==> config.mk <==
export PLATFORM = sky130hd
export DESIGN_NAME = udc_sample_sched
export DESIGN_NICKNAME = d
export VERILOG_FILES = /design/src/rtl/udc_sample_sched_pkg.sv /design/src/rtl/udc_sample_sched_fault_filter.sv /design/src/rtl/udc_sample_sched.sv
export SDC_FILE = /design/constraint.sdc
export NUM_CORES = 1
export LEC_CHECK = 0
export CAP_MARGIN = 20
export CORE_MARGIN = 4
export CORE_UTILIZATION = 35
export DETAILED_ROUTE_END_ITERATION = 8
export MAX_ROUTING_LAYER = met4
export PLACE_DENSITY = 0.55
export SLEW_MARGIN = 5
export SYNTH_ARGS = -nofsm -noshare
export SYNTH_HDL_FRONTEND = slang
export SYNTH_HIERARCHICAL = 1
export SYNTH_SLANG_ARGS = --single-unit
==> constraint.sdc <==
create_clock -name clk -period 1.8 [get_ports clk]
set_input_delay 0.18 -clock clk [delete_from_list [all_inputs] [get_ports clk]]
set_output_delay 0.18 -clock clk [all_outputs]
set_load 0.1 [all_outputs]
==> src/rtl/udc_sample_sched_pkg.sv <==
// Shared types and constants for the DC-link sample sequencer.
package udc_sample_sched_pkg;

    typedef enum logic [1:0] {
        IDLE  = 2'd0,
        SETUP = 2'd1,
        SHIFT = 2'd2,
        QUIET = 2'd3
    } state_t;

    localparam int unsigned FRAME_BITS   = 16;
    localparam int unsigned LEAD_BITS    = 4;
    localparam int unsigned DATA_BITS    = FRAME_BITS - LEAD_BITS;
    localparam int unsigned FLT_EVAL_DLY = 3;

endpackage

==> src/rtl/udc_sample_sched_fault_filter.sv <==
// Consecutive-sample filter turning a per-sample flag into a latched trip.
module udc_sample_sched_fault_filter #(
    parameter int unsigned FLT_CNT = 8
) (
    input  logic clk,
    input  logic rst_n,
    input  logic eval,
    input  logic flag,
    input  logic clr,
    output logic trip
);

    localparam int unsigned CNT_W = 8;
    localparam logic [CNT_W-1:0] CNT_MAX = CNT_W'(FLT_CNT);

    logic [CNT_W-1:0] cnt;
    logic [CNT_W-1:0] cnt_nxt;
    logic             hit;

    // Saturating count of consecutive flagged evaluations; a threshold hit beats a clear.
    always_comb begin
        cnt_nxt = cnt;
        hit     = 1'b0;
        if (eval) begin
            if (flag) begin
                if (cnt != CNT_MAX) begin
                    cnt_nxt = cnt + CNT_W'(1);
                end
                hit = (cnt_nxt == CNT_MAX);
            end else begin
                cnt_nxt = '0;
            end
        end
        if (clr && !hit) begin
            cnt_nxt = '0;
        end
    end

    // Counter and trip latch.
    always_ff @(posedge clk or negedge rst_n) begin
        if (!rst_n) begin
            cnt  <= '0;
            trip <= 1'b0;
        end else begin
            cnt <= cnt_nxt;
            if (hit) begin
                trip <= 1'b1;
            end else if (clr) begin
                trip <= 1'b0;
            end
        end
    end

endmodule

==> src/rtl/udc_sample_sched.sv <==
// Periodic serial-ADC frame sequencer with OV/UV trip filtering.
module udc_sample_sched
    import udc_sample_sched_pkg::*;
#(
    parameter int unsigned CLK_DIV       = 4,
    parameter int unsigned SAMPLE_PERIOD = 5000,
    parameter int unsigned FLT_CNT       = 8
) (
    input  logic        clk,
    input  logic        rst_n,
    input  logic        enable,
    output logic        adc_cs_n,
    output logic        adc_sclk,
    input  logic        adc_sdata,
    output logic [11:0] sample_data,
    output logic        data_valid,
    input  logic        dcov_in,
    input  logic        dcuv_in,
    input  logic        fault_clr,
    output logic        ov_trip,
    output logic        uv_trip,
    output logic        frame_err,
    output logic        overrun,
    output logic        busy
);

    localparam int unsigned TMR_W = $clog2(SAMPLE_PERIOD + 1);
    localparam int unsigned DIV_W = $clog2(CLK_DIV + 1);
    localparam int unsigned BIT_W = $clog2(FRAME_BITS);
    localparam logic [TMR_W-1:0] TMR_LAST = TMR_W'(SAMPLE_PERIOD - 1);
    localparam logic [DIV_W-1:0] DIV_LAST = DIV_W'(CLK_DIV - 1);
    localparam logic [BIT_W-1:0] BIT_LAST = BIT_W'(FRAME_BITS - 1);

    logic [TMR_W-1:0]        timer;
    logic                    tick;
    state_t                  state;
    state_t                  state_nxt;
    logic [DIV_W-1:0]        div_cnt;
    logic [DIV_W-1:0]        div_cnt_nxt;
    logic [BIT_W-1:0]        bit_cnt;
    logic [BIT_W-1:0]        bit_cnt_nxt;
    logic                    high_ph;
    logic                    high_ph_nxt;
    logic [FRAME_BITS-1:0]   shreg;
    logic [FRAME_BITS-1:0]   shreg_nxt;
    logic                    cs_n_nxt;
    logic                    sclk_nxt;
    logic                    frame_done;
    logic                    frame_ok;
    logic [FLT_EVAL_DLY-1:0] eval_pipe;

    assign tick     = enable && (timer == '0);
    assign frame_ok = frame_done && (shreg_nxt[FRAME_BITS-1 -: LEAD_BITS] == '0);

    // Period timer: free-running while enabled, parked at zero otherwise.
    always_ff @(posedge clk or negedge rst_n) begin
        if (!rst_n) begin
            timer <= '0;
        end else if (!enable || timer == TMR_LAST) begin
            timer <= '0;
        end else begin
            timer <= timer + TMR_W'(1);
        end
    end

    // Sequencer next-state, SCLK/CS pattern and serial capture.
    always_comb begin
        state_nxt   = state;
        div_cnt_nxt = div_cnt;
        bit_cnt_nxt = bit_cnt;
        high_ph_nxt = high_ph;
        shreg_nxt   = shreg;
        cs_n_nxt    = 1'b1;
        sclk_nxt    = 1'b1;
        frame_done  = 1'b0;
        case (state)
            IDLE: begin
                if (tick) begin
                    state_nxt   = SETUP;
                    div_cnt_nxt = '0;
                    cs_n_nxt    = 1'b0;
                end
            end
            SETUP: begin
                cs_n_nxt = 1'b0;
                if (div_cnt == DIV_LAST) begin
                    state_nxt   = SHIFT;
                    div_cnt_nxt = '0;
                    bit_cnt_nxt = '0;
                    high_ph_nxt = 1'b0;
                    sclk_nxt    = 1'b0;
                end else begin
                    div_cnt_nxt = div_cnt + DIV_W'(1);
                end
            end
            SHIFT: begin
                cs_n_nxt = 1'b0;
                sclk_nxt = high_ph;
                if (high_ph && div_cnt == '0) begin
                    shreg_nxt = {shreg[FRAME_BITS-2:0], adc_sdata};
                end
                if (div_cnt == DIV_LAST) begin
                    div_cnt_nxt = '0;
                    if (!high_ph) begin
                        high_ph_nxt = 1'b1;
                        sclk_nxt    = 1'b1;
                    end else if (bit_cnt == BIT_LAST) begin
                        state_nxt  = QUIET;
                        cs_n_nxt   = 1'b1;
                        frame_done = 1'b1;
                    end else begin
                        bit_cnt_nxt = bit_cnt + BIT_W'(1);
                        high_ph_nxt = 1'b0;
                        sclk_nxt    = 1'b0;
                    end
                end else begin
                    div_cnt_nxt = div_cnt + DIV_W'(1);
                end
            end
            QUIET: begin
                if (div_cnt == DIV_LAST) begin
                    state_nxt   = IDLE;
                    div_cnt_nxt = '0;
                end else begin
                    div_cnt_nxt = div_cnt + DIV_W'(1);
                end
            end
            default: state_nxt = IDLE;
        endcase
    end

    // Sequencer state and registered outputs.
    always_ff @(posedge clk or negedge rst_n) begin
        if (!rst_n) begin
            state       <= IDLE;
            div_cnt     <= '0;
            bit_cnt     <= '0;
            high_ph     <= 1'b0;
            shreg       <= '0;
            adc_cs_n    <= 1'b1;
            adc_sclk    <= 1'b1;
            busy        <= 1'b0;
            data_valid  <= 1'b0;
            frame_err   <= 1'b0;
            sample_data <= '0;
            overrun     <= 1'b0;
            eval_pipe   <= '0;
        end else begin
            state      <= state_nxt;
            div_cnt    <= div_cnt_nxt;
            bit_cnt    <= bit_cnt_nxt;
            high_ph    <= high_ph_nxt;
            shreg      <= shreg_nxt;
            adc_cs_n   <= cs_n_nxt;
            adc_sclk   <= sclk_nxt;
            busy       <= (state_nxt != IDLE);
            data_valid <= frame_ok;
            frame_err  <= frame_done && !frame_ok;
            if (frame_ok) begin
                sample_data <= shreg_nxt[DATA_BITS-1:0];
            end
            if (tick && state != IDLE) begin
                overrun <= 1'b1;
            end
            eval_pipe <= {eval_pipe[FLT_EVAL_DLY-2:0], data_valid};
        end
    end

    udc_sample_sched_fault_filter #(
        .FLT_CNT (FLT_CNT)
    ) u_ov_filter (
        .clk   (clk),
        .rst_n (rst_n),
        .eval  (eval_pipe[FLT_EVAL_DLY-1]),
        .flag  (dcov_in),
        .clr   (fault_clr),
        .trip  (ov_trip)
    );

    udc_sample_sched_fault_filter #(
        .FLT_CNT (FLT_CNT)
    ) u_uv_filter (
        .clk   (clk),
        .rst_n (rst_n),
        .eval  (eval_pipe[FLT_EVAL_DLY-1]),
        .flag  (dcuv_in),
        .clr   (fault_clr),
        .trip  (uv_trip)
    );

endmodule
# After elaboration in Yosys (flattened, before gate mapping)
# Index checks and enable logic that the tools add are counted.
# W data, S select, Z words.
# word_totals
reg_bits,78
input_bits,7
output_inout_bits,20
elab_cells,113
# classes
addsub,5
eq_ne,15
mux,49
reduce_logical,26
# ops
cell,count
$mux W8,12
$mux W16,2
$add A8 B1 Y8 const B,2
$eq A8 B4 Y1 const B,2
$mux W1,16
$mux W4,4
$ne A8 B4 Y1 const B,2
$reduce_bool A2 Y1,7
$add A13 B1 Y13 const B,1
$eq A13 B13 Y1 const B,1
$logic_not A13 Y1,1
$mux W13,1
$mux W2,6
$ne A2 B2 Y1 const B,5
$pmux W2 S4,1
$pmux W4 S2,1
$logic_and A1 B1 Y1,7
$mux W3,2
$pmux W3 S2,1
$reduce_and A5 Y1,1
$add A4 B1 Y4 const B,1
$eq A2 B2 Y1 const B,2
$eq A4 B4 Y1 const B,1
$logic_not A1 Y1,4
other kinds (11),12

# Depth between registers and ports, before layout
# depth
word_depth,10
depth_mapped,7
ltp_nobuf,6

# Modules after synthesis
# The synthesis kept the hierarchy.
# by_module_without_submodules
mod,instances,cells_each,area_per_inst_um2,seq_area_each_um2
udc_sample_sched,1,224,2693.8,1503.9
udc_sample_sched_fault_filter,2,75,656.9,225.2

# Worst setup path after synthesis
# No wires, ideal clock.
# synth_timing
kind,register to register
from,register state[0]
to,register sample_data[0]
setup_ns,0.126
arrival_ns,1.768
required_ns,1.674
path_slack_ns,-0.095
stages_incl_launch_ff,8
n_path_buf,1
synth_period_minus_slack_ns,1.895
cell_sequence,dfrtp_1 -> inv_1 -> ha_1 -> nand2_1 -> nor3_2 -> and4_4 -> buf_6 -> mux2_4
# synth_between
elab_chain_cells,4
word_cells_on_any_way,5
cone_classes,1 x eq/ne; 2 x mux; 2 x reduce/logical
# synth_rtl
item,line_no,source
from (decl),udc_sample_sched.sv:36,state_t state;
from (signal assigned),udc_sample_sched.sv:149,state <= state_nxt;
$eq A2 B2 Y1 *,udc_sample_sched.sv:76,case (state)
$mux W16,udc_sample_sched.sv:76,
$logic_not A4 Y1,udc_sample_sched.sv:53,assign frame_ok = frame_done && (shreg_nxt[FRAME_BITS-1 -: LEAD_BITS] == '0);
$logic_and A1 B1 Y1,udc_sample_sched.sv:53,
to (signal assigned),udc_sample_sched.sv:160,sample_data <= shreg_nxt[DATA_BITS-1:0];
to (decl),udc_sample_sched.sv:15,"output logic [11:0] sample_data,"
# Every way passes the cells marked *; elsewhere a longest branch is shown, timed or not.
# A chain may end at the register's enable or synchronous reset.

# Worst setup path in the final report
# layout_timing
from,register div_cnt[0]
to,register sample_data[5]
# layout_between
elab_chain_cells,6
word_cells_on_any_way,9
cone_classes,1 x eq/ne; 4 x mux; 4 x reduce/logical
# layout_rtl
item,line_no,source
from (decl),udc_sample_sched.sv:38,logic [DIV_W-1:0] div_cnt;
from (signal assigned),udc_sample_sched.sv:150,div_cnt <= div_cnt_nxt;
$logic_not A3 Y1,udc_sample_sched.sv:99,if (high_ph && div_cnt == '0) begin
$logic_and A1 B1 Y1,udc_sample_sched.sv:99,
$mux W16,udc_sample_sched.sv:99,
$mux W16,udc_sample_sched.sv:76,
$logic_not A4 Y1,udc_sample_sched.sv:53,
$logic_and A1 B1 Y1,udc_sample_sched.sv:53,
# Parallel ways exist; a longest one is shown, timed or not.

==> impl_metrics.tcl <==
set metrics [dict create \
    run_status "finished, final reports clean" \
    ys_warn_count 6 \
    rsz0062_at_grt "yes" \
    finalCritPeriodShare 0.974 \
    worst_r2r_path_depth 7 \
    maxSlewHeadroom 0.716 \
    syn_avg_cell_area_um2 10.7 \
    max_cap_viol_count 0 \
    critPathMaxFanout 7 \
    multiInputGateArea_mm2 0.00194 \
    synth_top_cell_area_share 0.475 \
    synth_top_cell_by_area "sky130_fd_sc_hd__dfrtp_1" \
    power_switching_mw 1.54 \
    rrSetupSlack_ns 0.05 \
    place.gp.congestion 0.820 \
    crit-reg2reg-launch "div_cnt[0]" \
    num_cts_buffers 9 \
    syn_nets 394 \
    worst-setup-path-type "reg2reg" \
    worst_slack_on_hold_paths_ns 0.246 \
    seqPwrFrac 0.393 \
    worst_slew_pin_slew_ns 0.426 \
    grt.overflow.total 0 \
    post-place-ws_ns -0.00112 \
    fin_skew_ns 0.00891 \
    clk_pin_slew_worst_paths_ns 0.06 \
    via_count_of_the_first_global_routing_pass 2868 \
    nets 450 \
    total_leakage_power_nw 2.24 \
    setup_viol_count_final 0 \
    numPortBuffers 26 \
    endpoint_kind "register" \
    post_synth_edffs 0 \
    detailroute.via_count 2871 \
    seq_area_mm2 0.00195 \
    p_int_mw 3.40 \
    startpoint_types "register" \
    post_drt_via_cell_ratio 4.99 \
    syn_area_mm2 0.00401 \
    htree_levels 3 \
    timing.critical_path.required_ns 2.02 \
    arrival_ns 1.97 \
    power.share.clock 0.376 \
    clock-sinks 78 \
    post-route-drc-count 0 \
    final_antenna_net_count 0 \
    crit_path_start "div_cnt[0]" \
    hold_path.class "in2async" \
    clockRootBuffer "sky130_fd_sc_hd__clkbuf_16" \
    switching_share 0.312 \
    post-route-worst-setup-slack_ns 0.0475 \
    nFillCells 1043 \
    yosysSeqAreaShare 0.488 \
    drive_gt1_frac 0.313 \
    drt_first_pass_iters 4 \
    synth-async-reset-ratio 1.00 \
    clock_path_buffers 2 \
    synthCells 374 \
    grt_pass1_wl_um 13600 \
    drt-initial-drc-count 189 \
    synth-seq-cells 78 \
    start_util 0.363 \
    timing.rr.end "sample_data[5]" \
    period_needed_ns 1.75 \
    maxClockFrequency_ghz 0.571 \
    grt_max_degree 34 \
    fp.dieArea_mm2 0.0132 \
    core_area_mm2 0.0110 \
    max-vdd-ir-drop_v 0.000518 \
    floorplan.die.width_um 115 \
    finalHoldViolCount 0 \
    rows 38 \
    chipHeight_um 115 \
    grt.total_usage 0.132 \
    routed_wl_um 7850 \
    io_pins 27 \
    synthTopCellsByArea "sky130_fd_sc_hd__dfrtp_1 (47%), sky130_fd_sc_hd__mux2_2 (4.2%), sky130_fd_sc_hd__ha_1 (4.1%)" \
    tritoncts "done" \
    max_slew_violation_count 0 \
    area.growth.synth_to_final_pct 24.1 \
    synth_cell_type_count 59 \
    p_per_area_mw_per_mm2 993 \
    clock_insertion_delay_worst_skew_ns 0.33 \
    wire_per_inst_um 13.7 \
    number_of_antenna_violations_at_the_first_check_in_global_routing 0 \
    detailedPlacementHpwl_um 5500 \
    timing.critical_path.to "sample_data[5]" \
    ys_dominant_reg_cell "sky130_fd_sc_hd__dfrtp_1" \
    fin_area_mm2 0.00497 \
    place_area_mm2 0.00455 \
    diodes 0 \
    share_comb_of_total_power 0.231 \
]
==> layout by cell type, fill, tap and decap left out, drive strengths merged, types with 10 or more instances in the layout <==
| cell | Yosys | layout |
|---|---|---|
| buf | 11 | 56 |
| ha | 13 | 13 |
| dfrtp | 76 | 76 |
| nor3 | 10 | 10 |
| nor2 | 29 | 29 |
| nand2 | 28 | 28 |
| o21ai | 18 | 18 |
| nor4 | 10 | 10 |
| a21oi | 17 | 17 |
| mux2 | 26 | 26 |
| nand3 | 16 | 16 |
| inv | 20 | 23 |
==> routing by layer <==
layer / vias up / track usage / wire length, um
li1: 1436 / - / -
met1: 1376 / 0.172 / 3880
met2: 49 / 0.199 / 3600
met3: 10 / 0.0305 / 270
met4: 0 / 0.0540 / 105
met5: - / - / 0
==> cells in the mapped netlist, drive strengths merged (5+ instances only) <==
| master | instances |
|---|---|
| dfrtp | 76 |
| nor2 | 29 |
| nand2 | 28 |
| mux2 | 26 |
| inv | 20 |
| o21ai | 18 |
| a21oi | 17 |
| nand3 | 16 |
| ha | 13 |
| buf | 11 |
| nor3 | 10 |
| nor4 | 10 |
| xor2 | 9 |
| nand4 | 7 |
| nor2b | 7 |
| xnor2 | 7 |
| clkbuf | 6 |
| nand2b | 6 |
| and4 | 5 |
==> critical path, cell delays in order (launching register included) <==
cell,delay (ns)
sky130_fd_sc_hd__dfrtp_1,0.40
sky130_fd_sc_hd__inv_2,0.07
sky130_fd_sc_hd__ha_2,0.19
sky130_fd_sc_hd__nand4b_4,0.11
sky130_fd_sc_hd__or2_4,0.26
sky130_fd_sc_hd__and4_4,0.19
sky130_fd_sc_hd__buf_12,0.14
sky130_fd_sc_hd__mux2_4,0.29
==> power groups by stage <==
stage	combinational, mW	clock (mW)	sequential [mW]
2_1_floorplan	0.488	0	2.20
3_3_place_gp	1.12	0	1.96
3_5_place_dp	1.14	0	1.97
4_1_cts	1.14	1.92	1.93
5_1_grt	1.26	2.00	1.96
6_report	1.14	1.86	1.94
==> cell families (layout without fill, tap and decap cells) <==
logic type,after synthesis,after routing,synth area share
buffers and inverters,37,98,0.0446
AOI/OAI and AO/OA,64,64,0.114
xor gates and xnor gates,16,16,0.0350
muxes,26,26,0.0824
adders and majority gates,13,13,0.0406
and+or+nand+nor,140,140,0.196
DFF,78,78,0.488
==> worst min-delay path by stage <==
stage / startpoint / endpoint / slack, ns / cells past startpoint
finish: rst_n / u_uv_filter/cnt[1] / 0.25 / 2
detailed placement: rst_n / u_uv_filter/cnt[3] / 0.06 / 1
global placement: rst_n / u_uv_filter/cnt[3] / 0.06 / 1
CTS: rst_n / u_uv_filter/cnt[1] / 0.25 / 2
global route: rst_n / u_uv_filter/cnt[1] / 0.26 / 2
floorplan: rst_n / bit_cnt[0] / -0.12 / 0
==> cell type report <==
class,instances,share of cell area
repair buffers,62,0.105
clock buffers,9,0.0453
multi-input cells,259,0.390
well taps,140,0.0352
inverters,20,0.0151
clock inverters,7,0.0164
flip-flops and latches,78,0.393
==> what timing repair did <==
item / CTS / global route
hold endpoints to repair: 14 / 0
hold buffers: 1 / 0
setup endpoints to repair: 0 / 37
gates resized for setup: 0 / 13
buffers inserted: 0 / 4
==> through the flow <==
step / utilization / cells / total power [mW] / setup TNS, ns
floorplan: - / 374 / 2.69 / 0
global placement: 0.412 / 554 / 3.09 / 0
detailed placement: 0.412 / 554 / 3.10 / -0.00191
CTS: 0.441 / 571 / 5.00 / 0
global route: 0.451 / 575 / 5.22 / -0.693
finish: 0.451 / 575 / 4.94 / 0
==> state kept, by name (all words and copies together), names as in the netlist <==
name / flops
sample_data: 12
data_valid: 1
shreg: 16
high_ph: 1
busy: 1
u_uv_filter/trip: 1
state: 2
adc_sclk: 1
frame_err: 1
timer: 13
u_uv_filter/cnt: 8
eval_pipe: 3
bit_cnt: 4
u_ov_filter/trip: 1
u_ov_filter/cnt: 8
adc_cs_n: 1
div_cnt: 3
overrun: 1
Power figures use the tool's default switching activity.
